$ cat config.mk
export PLATFORM = sky130hd
export DESIGN_NAME = uart_rx_fifo_flat
export DESIGN_NICKNAME = d
export VERILOG_FILES = /design/src/rtl/uart_pkg.sv /design/src/rtl/uart_rx_fifo_if.sv /design/src/rtl/uart_fifo_mem.sv /design/src/rtl/uart_rx_fifo.sv /design/src/flat_wrapper.sv
export SDC_FILE = /design/constraint.sdc
export NUM_CORES = 1
export LEC_CHECK = 0
export BUFFER_PORTS_ARGS = -buffer_cell sky130_fd_sc_hd__buf_2
export CAP_MARGIN = 20
export CORE_MARGIN = 2
export CORE_UTILIZATION = 43
export DETAILED_ROUTE_END_ITERATION = 10
export GPL_ROUTABILITY_DRIVEN = 0
export PLACE_DENSITY = 0.56
export SKIP_LAST_GASP = 1
export SLEW_MARGIN = 10
export SYNTH_ARGS = -nofsm -noshare
export SYNTH_HDL_FRONTEND = slang
export SYNTH_SLANG_ARGS = --single-unit
$ cat constraint.sdc
create_clock -name clk -period 3.04 [get_ports clk]
set_input_delay 0.76 -clock clk [delete_from_list [all_inputs] [get_ports clk]]
set_output_delay 0.76 -clock clk [all_outputs]
set_load 0.01 [all_outputs]
$ cat src/rtl/uart_pkg.sv
// Shared UART constants used by the receiver, transmitter and the byte FIFOs.
package uart_pkg;

    // Width of one UART data character.
    localparam int unsigned UART_DATA_W     = 8;

    // Default byte-FIFO depth used across the UART blocks.
    localparam int unsigned UART_FIFO_DEPTH = 16;

endpackage : uart_pkg

$ cat src/rtl/uart_rx_fifo_if.sv
// Byte stream bundle between the UART receiver, the RX FIFO and its consumer.
// The write side is the receiver's done level plus data.
// The read side is a show-ahead valid/ready handshake.
interface uart_rx_fifo_if;
    import uart_pkg::*;

    logic                   i_rx_done;
    logic [UART_DATA_W-1:0] i_rx_data;
    logic                   o_valid;
    logic [UART_DATA_W-1:0] o_data;
    logic                   i_ready;

    // Driver side: receiver plus consumer.
    modport master (
        output i_rx_done,
        output i_rx_data,
        output i_ready,
        input  o_valid,
        input  o_data
    );

    // FIFO side.
    modport slave (
        input  i_rx_done,
        input  i_rx_data,
        input  i_ready,
        output o_valid,
        output o_data
    );

endinterface : uart_rx_fifo_if

$ cat src/rtl/uart_fifo_mem.sv
// DEPTH x UART_DATA_W register array.
// It has one synchronous write port and one asynchronous read port.
// The read data is show-ahead: it follows i_raddr combinationally.
module uart_fifo_mem
    import uart_pkg::*;
#(
    parameter int unsigned DEPTH = UART_FIFO_DEPTH,
    parameter int unsigned AW    = 4
) (
    input  logic                   clk,
    input  logic                   i_we,
    input  logic [AW-1:0]          i_waddr,
    input  logic [UART_DATA_W-1:0] i_wdata,
    input  logic [AW-1:0]          i_raddr,
    output logic [UART_DATA_W-1:0] o_rdata
);

    logic [UART_DATA_W-1:0] r_mem [DEPTH];

    // Store the incoming byte at the write pointer.
    // The contents are intentionally not reset.
    always_ff @(posedge clk) begin
        if (i_we) begin
            r_mem[i_waddr] <= i_wdata;
        end
    end

    assign o_rdata = r_mem[i_raddr];

endmodule : uart_fifo_mem

$ cat src/rtl/uart_rx_fifo.sv
// Receive-side byte FIFO that sits directly downstream of the UART receiver.
// It captures one byte per rising edge of the receiver's done level.
// Bytes are presented through a valid/ready handshake.
// It reports the fill level, full/empty, and a sticky overflow flag.
// Optional feature: define UART_RX_FIFO_WATERMARK_EN to build the almost-full
// comparator (count >= WATERMARK). Without it, o_almost_full is tied low.
module uart_rx_fifo
    import uart_pkg::*;
#(
    parameter int unsigned DEPTH     = UART_FIFO_DEPTH,
    parameter int unsigned AW        = 4,
    parameter int unsigned WATERMARK = 12
) (
    input  logic               clk,
    input  logic               reset,
    uart_rx_fifo_if.slave      bus,
    output logic [AW:0]        o_count,
    output logic               o_full,
    output logic               o_empty,
    output logic               o_overflow,
    input  logic               i_clr_ovf,
    output logic               o_almost_full
);

    localparam logic [AW:0]   COUNT_ONE  = (AW+1)'(1);
    localparam logic [AW:0]   COUNT_FULL = (AW+1)'(DEPTH);
    localparam logic [AW-1:0] PTR_ONE    = AW'(1);

    logic [AW-1:0] r_wr_ptr;
    logic [AW-1:0] r_rd_ptr;
    logic [AW:0]   r_count;
    logic          r_rx_done_q;
    logic          r_overflow;

    logic          w_wr_req;
    logic          w_rd_fire;
    logic          w_full;
    logic          w_empty;
    logic          w_wr_en;
    logic          w_drop;
    logic [AW:0]   w_count_nxt;

    // Full and empty come from the count, so a full FIFO is never mistaken
    // for an empty one when the pointers are equal.
    assign w_full    = (r_count == COUNT_FULL);
    assign w_empty   = (r_count == '0);
    assign w_wr_req  = bus.i_rx_done & ~r_rx_done_q;
    assign w_rd_fire = ~w_empty & bus.i_ready;
    // A read in the same cycle frees a slot, so a write into a full FIFO is
    // still accepted in that case.
    assign w_wr_en   = w_wr_req & (~w_full | w_rd_fire);
    assign w_drop    = w_wr_req & w_full & ~w_rd_fire;

    // Compute the occupancy for the next cycle from the accepted write and read.
    always_comb begin
        w_count_nxt = r_count;
        unique case ({w_wr_en, w_rd_fire})
            2'b10:   w_count_nxt = r_count + COUNT_ONE;
            2'b01:   w_count_nxt = r_count - COUNT_ONE;
            default: w_count_nxt = r_count;
        endcase
    end

    // Delay the done level to detect its rising edge.
    // The register resets high, so a level that is already high when reset
    // is released is not captured.
    always_ff @(posedge clk) begin
        if (reset) begin
            r_rx_done_q <= 1'b1;
        end else begin
            r_rx_done_q <= bus.i_rx_done;
        end
    end

    // Update the pointers and the occupancy.
    // Pointers wrap naturally modulo DEPTH.
    always_ff @(posedge clk) begin
        if (reset) begin
            r_wr_ptr <= '0;
            r_rd_ptr <= '0;
            r_count  <= '0;
        end else begin
            if (w_wr_en) begin
                r_wr_ptr <= r_wr_ptr + PTR_ONE;
            end
            if (w_rd_fire) begin
                r_rd_ptr <= r_rd_ptr + PTR_ONE;
            end
            r_count <= w_count_nxt;
        end
    end

    // Sticky overflow flag. A new drop takes priority over a clear in the
    // same cycle.
    always_ff @(posedge clk) begin
        if (reset) begin
            r_overflow <= 1'b0;
        end else if (w_drop) begin
            r_overflow <= 1'b1;
        end else if (i_clr_ovf) begin
            r_overflow <= 1'b0;
        end
    end

`ifdef UART_RX_FIFO_WATERMARK_EN
    logic r_almost_full;

    // Register the almost-full flag from the next count, so it changes on
    // the same edge as o_count.
    always_ff @(posedge clk) begin
        if (reset) begin
            r_almost_full <= 1'b0;
        end else begin
            r_almost_full <= (w_count_nxt >= (AW+1)'(WATERMARK));
        end
    end

    assign o_almost_full = r_almost_full;
`else
    assign o_almost_full = 1'b0;
`endif

    uart_fifo_mem #(
        .DEPTH (DEPTH),
        .AW    (AW)
    ) u_mem (
        .clk     (clk),
        .i_we    (w_wr_en),
        .i_waddr (r_wr_ptr),
        .i_wdata (bus.i_rx_data),
        .i_raddr (r_rd_ptr),
        .o_rdata (bus.o_data)
    );

    assign bus.o_valid = ~w_empty;
    assign o_count     = r_count;
    assign o_full      = w_full;
    assign o_empty     = w_empty;
    assign o_overflow  = r_overflow;

endmodule : uart_rx_fifo

$ cat src/flat_wrapper.sv
// flat-port wrapper written by rule: the top's interface ports become plain ports
module uart_rx_fifo_flat import uart_pkg::*;
#(
    parameter int unsigned DEPTH     = UART_FIFO_DEPTH,
    parameter int unsigned AW        = 4,
    parameter int unsigned WATERMARK = 12
)
  (clk, reset, o_count, o_full, o_empty, o_overflow, i_clr_ovf, o_almost_full, bus_i_rx_done, bus_i_rx_data, bus_i_ready, bus_o_valid, bus_o_data);
  uart_rx_fifo_if bus_i ();
  input  logic clk;
  input  logic reset;
  output logic [AW:0] o_count;
  output logic o_full;
  output logic o_empty;
  output logic o_overflow;
  input  logic i_clr_ovf;
  output logic o_almost_full;
  input wire logic [$bits(bus_i.i_rx_done)-1:0] bus_i_rx_done;
  input wire logic [$bits(bus_i.i_rx_data)-1:0] bus_i_rx_data;
  input wire logic [$bits(bus_i.i_ready)-1:0] bus_i_ready;
  output wire logic [$bits(bus_i.o_valid)-1:0] bus_o_valid;
  output wire logic [$bits(bus_i.o_data)-1:0] bus_o_data;
  assign bus_i.i_rx_done = bus_i_rx_done;
  assign bus_i.i_rx_data = bus_i_rx_data;
  assign bus_i.i_ready = bus_i_ready;
  assign bus_o_valid = bus_i.o_valid;
  assign bus_o_data = bus_i.o_data;
  uart_rx_fifo #(.DEPTH(DEPTH), .AW(AW), .WATERMARK(WATERMARK)) u_core (.clk(clk), .reset(reset), .bus(bus_i), .o_count(o_count), .o_full(o_full), .o_empty(o_empty), .o_overflow(o_overflow), .i_clr_ovf(i_clr_ovf), .o_almost_full(o_almost_full));
endmodule
Word level (Yosys, flattened, before mapping)
Memories as Yosys holds them, arrays and structs flattened. A register that Yosys moved wholly into a read port is not among the register bits.
Cells that the tools add are included.
Storage, ports and cells
  memory bits (writable): 128
  memories kept: 1
  register bits after elaboration: 15
  output and inout port bits: 18
  word-level logic and storage cells: 33
  input bits: 13
Memories
  u_core.u_mem.r_mem: words 16, width 8, rd ports 1, clocked after memory_dff 1, write ports 1, line uart_fifo_mem.sv:18  | logic [UART_DATA_W-1:0] r_mem [DEPTH];
Cells by class
  equal/unequal tests: 3
  muxes and demuxes: 7
  reductions and logical operators: 3
  bitwise operators: 10
  add/subtract/negate cells: 4
Operators with widths (count)
  case mux 5 bit (2 select lines): 1
  adder 4 x 1 -> 4 bit, second input constant: 2
  2-to-1 mux 4 bit: 2
  adder 5 x 1 -> 5 bit, second input constant: 1
  bitwise AND 1 bit: 5
  equality test 5 bit, second input constant: 1
  logical NOT 5 bit: 1
  subtractor 5 x 1 -> 5 bit, second input constant: 1
  2-to-1 mux 1 bit: 4
  inverter 1 bit: 4
  nonzero test 2 bit: 2
  equality test 2 x 1 -> 1 bit, second input constant: 1
  equality test 2 bit, second input constant: 1
  OR 1 bit: 1

Depth between registers and ports, before layout
Gate-level depths: netlist of the first run.
  word-level depth: 7
  mapped depth: 9
  depth with buffers taken out: 8

By module
A second synthesis of the first run with hierarchy kept.
Second synthesis, totals
  cells, all modules: 324
  area total of the unflattened synthesis: 5905.7 um^2
By module, submodules not included
  uart_fifo_mem: cells an instance 221, instances 1, area each 4987.3 um^2
  uart_rx_fifo: cells an instance 103, instances 1, area each 918.4 um^2

Worst setup path after synthesis of the first run
Ideal clock, no wire load.
  path kind: input-to-reg
  start point: input bus_i_ready
  end point: memory u_core.u_mem.r_mem[0][0] (enable)
  arrival: 2.275 ns
  library setup time: 0.383 ns
  slack: 0.381 ns
  data required time: 2.657 ns
  cell stages on the path: 5
  path through: clkbuf_1 -> nor2b_1 -> a21oi_1 -> nand2_1 -> nor3_1
Between the ends
  cells in the longest elaborated chain, start to end: 5
Ends and longest elaborated chain
  from (decl): line flat_wrapper.sv:20  | input wire logic [$bits(bus_i.i_ready)-1:0] bus_i_ready;
  bitwise AND 1 bit: line uart_rx_fifo.sv:48  | assign w_rd_fire = ~w_empty & bus.i_ready;
  OR 1 bit: line uart_rx_fifo.sv:51  | assign w_wr_en = w_wr_req & (~w_full | w_rd_fire);
  bitwise AND 1 bit: line uart_rx_fifo.sv:51
  2-to-1 mux 1 bit: line uart_fifo_mem.sv:23  | if (i_we) begin
  2-to-1 mux 1 bit (not written as such): line uart_fifo_mem.sv:24  | r_mem[i_waddr] <= i_wdata;
  to (decl): line uart_fifo_mem.sv:18
Every way passes these cells.

==> results.sh, run 1 <==
export IMPL_grt_total_usage_pct=16.83
export IMPL_worstHoldPathCells=2
export IMPL_critical_path_top_delay_family="multiplexers"
export IMPL_final_util_pct=51.88
export IMPL_rows=42
export IMPL_critPathSlowestCell="mux4_2"
export IMPL_nets=405
export IMPL_synth_edf_count=128
export IMPL_worstRegToRegCells=8
export IMPL_finalCritPeriodShare_pct=94.75
export IMPL_synth_main_ff_cell="edfxtp_1"
export IMPL_ir_worst_vdd_uv=591.7
export IMPL_min_from="u_core.o_overflow"
export IMPL_cp_end_kind="output pin"
export IMPL_ys_seq_area_share_pct=71.01
export IMPL_cts_max_path_buffers=2
export IMPL_timing_rr_start="u_core.o_count[3]"
export IMPL_yosysMostFrequentCell="edfxtp_1"
export IMPL_portBuffers=29
export IMPL_worst_path_buf_inv=2
export IMPL_grt_max_degree=33
export IMPL_clk_pin_slew_ns=0.05
export IMPL_fmaxAchievable_mhz=347.2
export IMPL_synth_nets=356
export IMPL_whs_ns=0.4937
export IMPL_cts_hold_fix_buffers=0
export IMPL_synthTopCellsByCount="128 x edfxtp_1, 32 x mux4_2, 28 x nor2_1, 19 x dfxtp_1, 16 x a22oi_1"
export IMPL_maxCapViolations=0
export IMPL_clock_sinks=147
export IMPL_drv_slew=0
export IMPL_core_um2=13400
export IMPL_drc=0
export IMPL_status="finished, final reports clean"
export IMPL_timing_critical_path_fanout_max=32
export IMPL_grt_pass1_wl_mm=17.93
export IMPL_cts_tree="built"
export IMPL_hpwl_mm=7.363
export IMPL_syn_area_per_cell_um2=17.81
export IMPL_first_pass_iters=4
export IMPL_wl_per_cell_um=19.90
export IMPL_tns_ns=0
export IMPL_hold_viol_final=0
export IMPL_worst_pin_slew_ns=0.7422
export IMPL_routed_wl_mm=11.36
export IMPL_synthTopCellsByArea="edfxtp_1 65%, mux4_2 12%, dfxtp_1 6.4%"
export IMPL_p_leak_nw=2.327
export IMPL_hold_end="u_core.o_overflow"
export IMPL_start_kind="flip-flop"
export IMPL_netlist_area_leader_share_pct=64.62
export IMPL_worstReg2RegEnd="u_core.o_count[4]"
export IMPL_hold_path_class="reg -> reg"
export IMPL_netlist_instances=334
export IMPL_yosysWarnings=0
export IMPL_area_delta_synth_final_pct=16.87
export IMPL_io_pins=31
export IMPL_antenna_left=0
export IMPL_die_y_um=121.6
export IMPL_antenna_found_initial=0
export IMPL_setup_viol=0
export IMPL_grt_pass1_vias=3160
export IMPL_min_period_ns=2.880
export IMPL_r2r_slack_ns=0.38
export IMPL_drive_above_1_share_pct=28.86
export IMPL_path_class="reg -> out"
export IMPL_netlist_area_um2=5948
export IMPL_powerDensity_nw_per_um2=803.7
export IMPL_die_width_um=121.6
export IMPL_htreeDepth=4
export IMPL_cts_buffers=17
export IMPL_synth_cell_types=45
export IMPL_diodes=0
export IMPL_drtIter0Drc=207
export IMPL_synth_top_area_cell="edfxtp_1"
export IMPL_vias=3036
export IMPL_overflow=0
export IMPL_vias_per_cell=5.317
export IMPL_synthArstFlopShare_pct=0
export IMPL_critPathMaxStageDelay_ns=0.58
export IMPL_clock_latency_ns=0.41
export IMPL_start_util_pct=44.39
export IMPL_cp_required_ns=2.28
export IMPL_slew_headroom_pct=50.42
export IMPL_synth_seq_cells=147
export IMPL_dieArea_um2=14790
export IMPL_postCtsSetupRepairBufs=0
export IMPL_rsz0062_at_grt="no"
export IMPL_crit_chain="buf_12, mux4_2, a22oi_1, nand2_1, buf_2"
export IMPL_fin_skew_ns=0.009809
export IMPL_cts_repair_resized=0
export IMPL_arrival_ns=2.12
export IMPL_cts_root_buf="clkbuf_16"
[worst register-to-register path: stages (launching register included)]
cell and delay (ns):
dfxtp_1 0.37, or4_4 0.62, o211ai_4 0.25, inv_1 0.13, ha_1 0.35, nand2b_1 0.09
a21o_1 0.19, a2111oi_0 0.38, o211ai_1 0.15
[per-stage QoR]
step / cell area (um^2) / setup WS (ns) / instances / power [W]
5_1_grt: 6952 / 0.05389 / 571 / 0.005853
6_report: 6952 / 0.1596 / 571 / 0.005587
3_5_place_dp: 6400 / 0.3560 / 540 / 0.003707
3_3_place_gp: 6400 / 0.4245 / 540 / 0.003690
2_1_floorplan: 5948 / 0.3811 / 334 / 0.003357
4_1_cts: 6952 / 0.1011 / 571 / 0.005656
[cell families (layout without fill, tap and decap cells)]
logic type / count (synthesis) / in the layout / synth area share (%)
compound gates: 35 / 35 / 4.754
xor+xnor: 7 / 7 / 1.031
fa+ha+maj: 9 / 9 / 2.019
buf+inv: 25 / 86 / 1.830
flops: 147 / 147 / 71.01
mux: 36 / 36 / 12.87
other cells: 1 / 1 / 0.06304
simple gates: 74 / 74 / 6.416
[report_power, final]
part	total (W)	internal, W	switching [W]
Sequential	0.00235	0.00226	0.0000914
Clock	0.00195	0.00120	0.000751
Combinational	0.00129	0.000629	0.000664
[cell usage in the layout (no fill, tap or decap), types with 2 or more instances in the layout]
cell	instances
and2_1	2
nor2_1	28
nor3_1	6
mux2i_1	3
or2_2	2
a211oi_1	2
a2111oi_0	2
mux4_2	32
inv_1	7
a21oi_1	2
clkinv_1	2
nor2b_1	6
nand2b_1	6
buf_12	2
xor2_1	5
ha_1	8
o211ai_1	3
edfxtp_1	128
a22oi_1	16
clkbuf_1	4
bufinv_16	2
buf_4	17
nor3b_1	2
nand2_1	14
clkinvlp_4	4
xnor2_1	2
clkbuf_16	17
nand4b_1	2
buf_2	29
a21o_1	2
dfxtp_1	18
[how the worst max path moves through the flow]
stage	startpoint	cells after the start	slack [ns]	end
final	flip-flop	5	0.16	bus_o_data[7]
after global routing	flip-flop	5	0.05	bus_o_data[0]
after CTS	flip-flop	5	0.10	bus_o_data[1]
after detailed placement	bus_i_rx_done	8	0.36	u_core.o_count[4]
after global placement	bus_i_rx_done	8	0.42	u_core.o_count[4]
after floorplan	bus_i_ready	5	0.38	u_core.u_mem.r_mem[0][0]
[metal layers]
| layer | track usage [%] | vias to the layer above | share of wire, % |
|---|---|---|---|
| met1 | 23.22 | 1548 | 47 |
| li1 | - | 1419 | - |
| met3 | 3.699 | 10 | 3.3 |
| met5 | 0 | - | 0 |
| met4 | 6.250 | 0 | 1.1 |
| met2 | 26.54 | 59 | 49 |
[area by class of cell]
cell class                      instances  area [um^2]
Inverter                                7        26.28
Clock buffer                           21        440.4
Fill cell                            1127         6449
Timing Repair Buffer                   48        312.8
Clock inverter                         10        111.4
Tap cell                              176        220.2
Sequential cell                       147         4225
Multi-Input combinational cell        162         1615
[flip-flops by register name, indices dropped and copies added (netlist names), named ones only]
register / flops
u_core.o_overflow: 1
u_core.o_count: 5
u_core.r_wr_ptr: 4
u_core.r_rd_ptr: 4
u_core.r_rx_done_q: 1
u_core.u_mem.r_mem: 128
Note: power is estimated with default switching activity, not from simulation.
==> run 2: changes to the inputs <==
==> constraint.sdc (replaced) <==
create_clock -name clk -period 3.5 [get_ports clk]
set_input_delay 0.875 -clock clk [delete_from_list [all_inputs] [get_ports clk]]
set_output_delay 0.875 -clock clk [all_outputs]
set_load 0.01 [all_outputs]
==> run 2 against run 1 <==
  * Via count is 1.1% higher
  * Final area barely moved
  * Worst hold slack got worse by 0.0086 ns
  * Critical path depth unchanged
  * Wire length increased by 5.4%
  * First-iteration DRC count up 73%
  * Combinational power down 13%
  * Die area unchanged
  * Count of clock-buffer cells in the layout grew 2
  * Utilization barely moved
  * Sequential power down 13%
  * Largest cell class unchanged
==> results.sh, run 2 (synthesis gave the netlist of run 1 again) <==
export IMPL_worst_path_buf_inv=2
export IMPL_fmaxAchievable_mhz=319.1
export IMPL_tns_ns=0
export IMPL_hold_end="u_core.o_overflow"
export IMPL_core_um2=13400
export IMPL_overflow=0
export IMPL_rows=42
export IMPL_nets=399
export IMPL_path_class="reg -> out"
export IMPL_drtIter0Drc=358
export IMPL_start_kind="flip-flop"
export IMPL_maxCapViolations=0
export IMPL_wl_per_cell_um=21.17
export IMPL_clock_latency_ns=0.41
export IMPL_antenna_left=0
export IMPL_min_from="u_core.o_overflow"
export IMPL_hold_path_class="reg -> reg"
export IMPL_worstRegToRegCells=8
export IMPL_diodes=0
export IMPL_ir_worst_vdd_uv=498.1
export IMPL_grt_pass1_vias=3128
export IMPL_critical_path_top_delay_family="multiplexers"
export IMPL_vias_per_cell=5.422
export IMPL_largest_reg_flops=128
export IMPL_status="finished, final reports clean"
export IMPL_timing_critical_path_fanout_max=28
export IMPL_postCtsSetupRepairBufs=0
export IMPL_rsz0062_at_grt="no"
export IMPL_cts_hold_fix_buffers=0
export IMPL_drc=0
export IMPL_layout_common_cells="128 x edfxtp_1, 32 x mux4_2, 29 x buf_2"
export IMPL_clock_sinks=147
export IMPL_timing_rr_start="u_core.o_count[3]"
export IMPL_drive_above_1_share_pct=28.97
export IMPL_clk_pin_slew_ns=0.06
export IMPL_top_register="u_core.u_mem.r_mem"
export IMPL_hpwl_mm=7.619
export IMPL_cts_tree="built"
export IMPL_first_pass_iters=4
export IMPL_dieArea_um2=14790
export IMPL_worstReg2RegEnd="u_core.o_count[4]"
export IMPL_htreeDepth=4
export IMPL_crit_chain="buf_12, mux4_2, a22oi_1, nand2_1, buf_2"
export IMPL_cp_end_kind="output pin"
export IMPL_worst_pin_slew_ns=0.8435
export IMPL_final_common_cell="edfxtp_1"
export IMPL_grt_pass1_wl_mm=18.45
export IMPL_arrival_ns=2.26
export IMPL_drv_slew=0
export IMPL_grt_max_degree=33
export IMPL_whs_ns=0.4851
export IMPL_grt_total_usage_pct=17.75
export IMPL_cts_buffers=17
export IMPL_die_y_um=121.6
export IMPL_min_period_ns=3.134
export IMPL_finalCritPeriodShare_pct=89.54
export IMPL_fin_cells=566
export IMPL_area_delta_synth_final_pct=16.98
export IMPL_io_pins=31
export IMPL_antenna_found_initial=0
export IMPL_r2r_slack_ns=0.73
export IMPL_critPathSlowestCell="mux4_2"
export IMPL_portBuffers=29
export IMPL_fin_skew_ns=0.005772
export IMPL_hold_viol_final=0
export IMPL_die_width_um=121.6
export IMPL_slew_headroom_pct=43.56
export IMPL_cts_repair_resized=0
export IMPL_cp_required_ns=2.62
export IMPL_setup_ws_ns=0.3661
export IMPL_routed_wl_mm=11.98
export IMPL_p_leak_nw=2.344
export IMPL_start_util_pct=44.39
export IMPL_setup_viol=0
export IMPL_cts_root_buf="clkbuf_16"
export IMPL_place_ws_ns=0.5910
export IMPL_cts_max_path_buffers=2
export IMPL_n_fill_cell=1100
export IMPL_worstHoldPathCells=2
export IMPL_critPathMaxStageDelay_ns=0.53
export IMPL_powerDensity_nw_per_um2=721.9
export IMPL_vias=3069
export IMPL_place_inst=534
-- run 2: layout make-up --
type | count | area (um^2) | share of cell area, %
clock buffer | 23 | 488.0 | 7.013
tap | 176 | 220.2 | 3.165
inverter | 7 | 26.28 | 0.3776
timing repair buffer | 42 | 255.2 | 3.668
sequential | 147 | 4225 | 60.73
multi-input combinational | 162 | 1615 | 23.22
clock inverter | 9 | 127.6 | 1.834
-- run 2: per-layer routing --
| metal | global-route usage [%] | part of all wire (%) |
|---|---|---|
| met1 | 23.69 | 44 |
| met2 | 28.02 | 49 |
| met3 | 4.026 | 5.7 |
| met4 | 8.046 | 1.9 |
| met5 | 0 | 0 |
-- run 2: per-stage QoR --
stage	utilization, %	cell area, um^2	power [W]
2_1_floorplan	-	5948	0.002915
3_3_place_gp	47.33	6342	0.003211
3_5_place_dp	47.33	6342	0.003225
4_1_cts	51.92	6958	0.005077
5_1_grt	51.92	6958	0.005253
6_report	51.92	6958	0.005023
-- run 2: report_power, final --
| group | switching [W] | internal [W] | leakage (nW) |
|---|---|---|---|
| Clock | 0.000661 | 0.00119 | 0.307 |
| Combinational | 0.000575 | 0.000543 | 0.731 |
| Sequential | 0.0000913 | 0.00196 | 1.31 |
-- run 2: worst register-to-register path: stages (launching register included) --
cell and delay [ns]:
dfxtp_1 0.37, or4_4 0.63, o211ai_4 0.26, inv_1 0.13, ha_1 0.36, nand2b_1 0.09, a21o_1 0.19, a2111oi_0 0.44
o211ai_1 0.16
-- run 2: worst max path at each step --
stage               slack (ns)                       end  depth (start not counted)           from
global placement          0.62  u_core.u_mem.r_mem[5][6]                          5    bus_i_ready
floorplan                 0.73  u_core.u_mem.r_mem[0][0]                          5    bus_i_ready
global route              0.22             bus_o_data[3]                          5      flip-flop
CTS                       0.31             bus_o_data[3]                          5      flip-flop
detailed placement        0.59         u_core.o_count[4]                          8  bus_i_rx_done
finish                    0.37             bus_o_data[3]                          5      flip-flop
==> run 3: changes to the inputs <==
--- a/config.mk
+++ b/config.mk
@@ -11,7 +11,7 @@
 export CORE_UTILIZATION = 43
 export DETAILED_ROUTE_END_ITERATION = 10
 export GPL_ROUTABILITY_DRIVEN = 0
-export PLACE_DENSITY = 0.56
+export PLACE_DENSITY = 0.59
 export SKIP_LAST_GASP = 1
 export SLEW_MARGIN = 10
 export SYNTH_ARGS = -nofsm -noshare
==> constraint.sdc (replaced) <==
create_clock -name clk -period 2.51 [get_ports clk]
set_input_delay 0.6275 -clock clk [delete_from_list [all_inputs] [get_ports clk]]
set_output_delay 0.6275 -clock clk [all_outputs]
set_load 0.01 [all_outputs]
==> run 3 against run 2 <==
  * The run now ends with setup timing left
  * Global-route usage is 0.45 points lower
  * Sequential power is 38% higher
  * Via count is 1.9% higher
  * Setup slack worse by 0.44 ns
  * Register-to-register slack worse by 0.62 ns
  * First-iteration DRC count is 24% lower
  * Critical path type unchanged
  * Highest routed layer unchanged
==> results.sh, run 3 (synthesis gave the netlist of run 1 again) <==
export IMPL_portBuffers=29
export IMPL_start_util_pct=44.39
export IMPL_p_leak_nw=2.513
export IMPL_first_pass_iters=4
export IMPL_die_y_um=121.6
export IMPL_arrival_ns=1.96
export IMPL_largest_reg_flops=128
export IMPL_fin_skew_ns=0.005868
export IMPL_layout_common_cells="128 x edfxtp_1, 32 x mux4_2, 31 x buf_4"
export IMPL_drv_slew=0
export IMPL_grt_total_usage_pct=17.30
export IMPL_hpwl_mm=7.348
export IMPL_whs_ns=0.4542
export IMPL_rsz0062_at_grt="yes"
export IMPL_hold_path_class="in -> reg"
export IMPL_worst_pin_slew_ns=0.5423
export IMPL_violations="setup timing"
export IMPL_antenna_found_initial=0
export IMPL_routed_wl_mm=11.87
export IMPL_grt_max_degree=33
export IMPL_path_class="reg -> out"
export IMPL_wl_per_cell_um=20.11
export IMPL_vias=3127
export IMPL_start_kind="flip-flop"
export IMPL_grt_pass1_vias=3216
export IMPL_fin_cells=590
export IMPL_overflow=0
export IMPL_final_common_cell="edfxtp_1"
export IMPL_place_inst=552
export IMPL_clock_latency_ns=0.41
export IMPL_clock_sinks=147
export IMPL_grt_pass1_wl_mm=18.22
export IMPL_dieArea_um2=14790
export IMPL_nets=423
export IMPL_cp_end_kind="output pin"
export IMPL_cts_max_path_buffers=2
export IMPL_area_delta_synth_final_pct=23.20
export IMPL_diodes=0
export IMPL_drtIter0Drc=273
export IMPL_finalCritPeriodShare_pct=103.1
export IMPL_status="finished with violations"
export IMPL_io_pins=31
export IMPL_ir_worst_vdd_uv=671.3
export IMPL_antenna_left=0
export IMPL_setup_ws_ns=-0.07878
export IMPL_vias_per_cell=5.300
export IMPL_min_period_ns=2.589
export IMPL_cts_root_buf="clkbuf_16"
export IMPL_maxCapViolations=0
export IMPL_cts_buffers=17
export IMPL_drive_above_1_share_pct=36.23
export IMPL_setup_viol=8
export IMPL_hold_viol_final=0
export IMPL_clk_pin_slew_ns=0.06
export IMPL_drc=0
export IMPL_core_um2=13400
export IMPL_top_register="u_core.u_mem.r_mem"
export IMPL_cts_hold_fix_buffers=0
export IMPL_slew_headroom_pct=63.84
export IMPL_timing_critical_path_fanout_max=7
export IMPL_die_width_um=121.6
export IMPL_powerDensity_nw_per_um2=1027
export IMPL_rows=42
export IMPL_cts_tree="built"
export IMPL_fmaxAchievable_mhz=386.3
export IMPL_htreeDepth=4
export IMPL_cp_required_ns=1.88
==> run 3: cell count changes in the layout (fill, tap and decap cells not counted), moves of 2 or more <==
cell and delta:
clkinv_4 -2, bufinv_16 +2, buf_4 +19, clkinvlp_4 +2, a2111oi_0 -2, a22oi_2 +11, a22oi_1 -11, clkinv_2 -3
clkbuf_16 +2, buf_12 +2
==> run 3: area by class of cell <==
cell class | count | area [um^2]
flip-flops and latches | 147 | 4228
multi-input cells | 162 | 1683
well taps | 176 | 220.2
repair buffers | 66 | 499.2
fillers | 1070 | 6072
inverters | 7 | 26.28
clock inverters | 8 | 170.2
clock buffers | 24 | 501.7
==> run 3: metal layers <==
metal / routed length, um / part of all wire (%) / vias to the layer above / GRT usage [%]
met4: 80 / 0.67 / 0 / 6.466
met2: 6371 / 54 / 86 / 29.42
met3: 562 / 4.7 / 6 / 4.494
li1: - / - / 1452 / -
met5: 0 / 0 / - / 0
met1: 4852 / 41 / 1583 / 21.39
==> run 3: metrics by stage <==
| stage | setup WS (ns) | TNS [ns] | power, W | cell area, um^2 | utilization (%) |
|---|---|---|---|---|---|
| 2_1_floorplan | -0.01473 | -0.2357 | 0.004067 | 5954 | - |
| 3_3_place_gp | 0.1355 | 0 | 0.004572 | 6509 | 48.57 |
| 3_5_place_dp | 0.01293 | 0 | 0.004593 | 6509 | 48.57 |
| 4_1_cts | -0.1541 | -1.054 | 0.007446 | 7236 | 54.00 |
| 5_1_grt | -0.1923 | -1.250 | 0.007865 | 7328 | 54.69 |
| 6_report | -0.07878 | -0.5366 | 0.007525 | 7328 | 54.69 |
==> run 3: worst paths after layout <==
check | from | to | slack, ns | cells past startpoint
min reg2reg | u_core.o_overflow | u_core.o_overflow | 0.50 | 2
max reg2reg | u_core.o_count[2] | u_core.o_count[4] | 0.11 | 8
min | bus_i_rx_done | u_core.r_rx_done_q | 0.45 | 2
max | flip-flop | bus_o_data[6] | -0.08 | 5
==> run 3: timing repair <==
| action | CTS | global route |
|---|---|---|
| gates cloned | 0 | 2 |
| setup buffers | 2 | 2 |
| pin swaps | 3 | 6 |
| resized for setup | 8 | 7 |
| setup endpoints to repair | 8 | 9 |
==> run 3: where the power goes <==
| part | total [W] | internal, W | leakage [nW] | switching (W) |
|---|---|---|---|---|
| sequential | 0.00282 | 0.00273 | 1.31 | 0.0000897 |
| clock | 0.00280 | 0.00190 | 0.323 | 0.000908 |
| combinational | 0.00190 | 0.000987 | 0.883 | 0.000909 |
==> run 3: critical path: stages (launching register included) <==
cell and delay (ns):
dfxtp_4 0.43, clkbuf_16 0.19, mux4_2 0.51, a22oi_2 0.20, nand2_1 0.07, buf_2 0.14
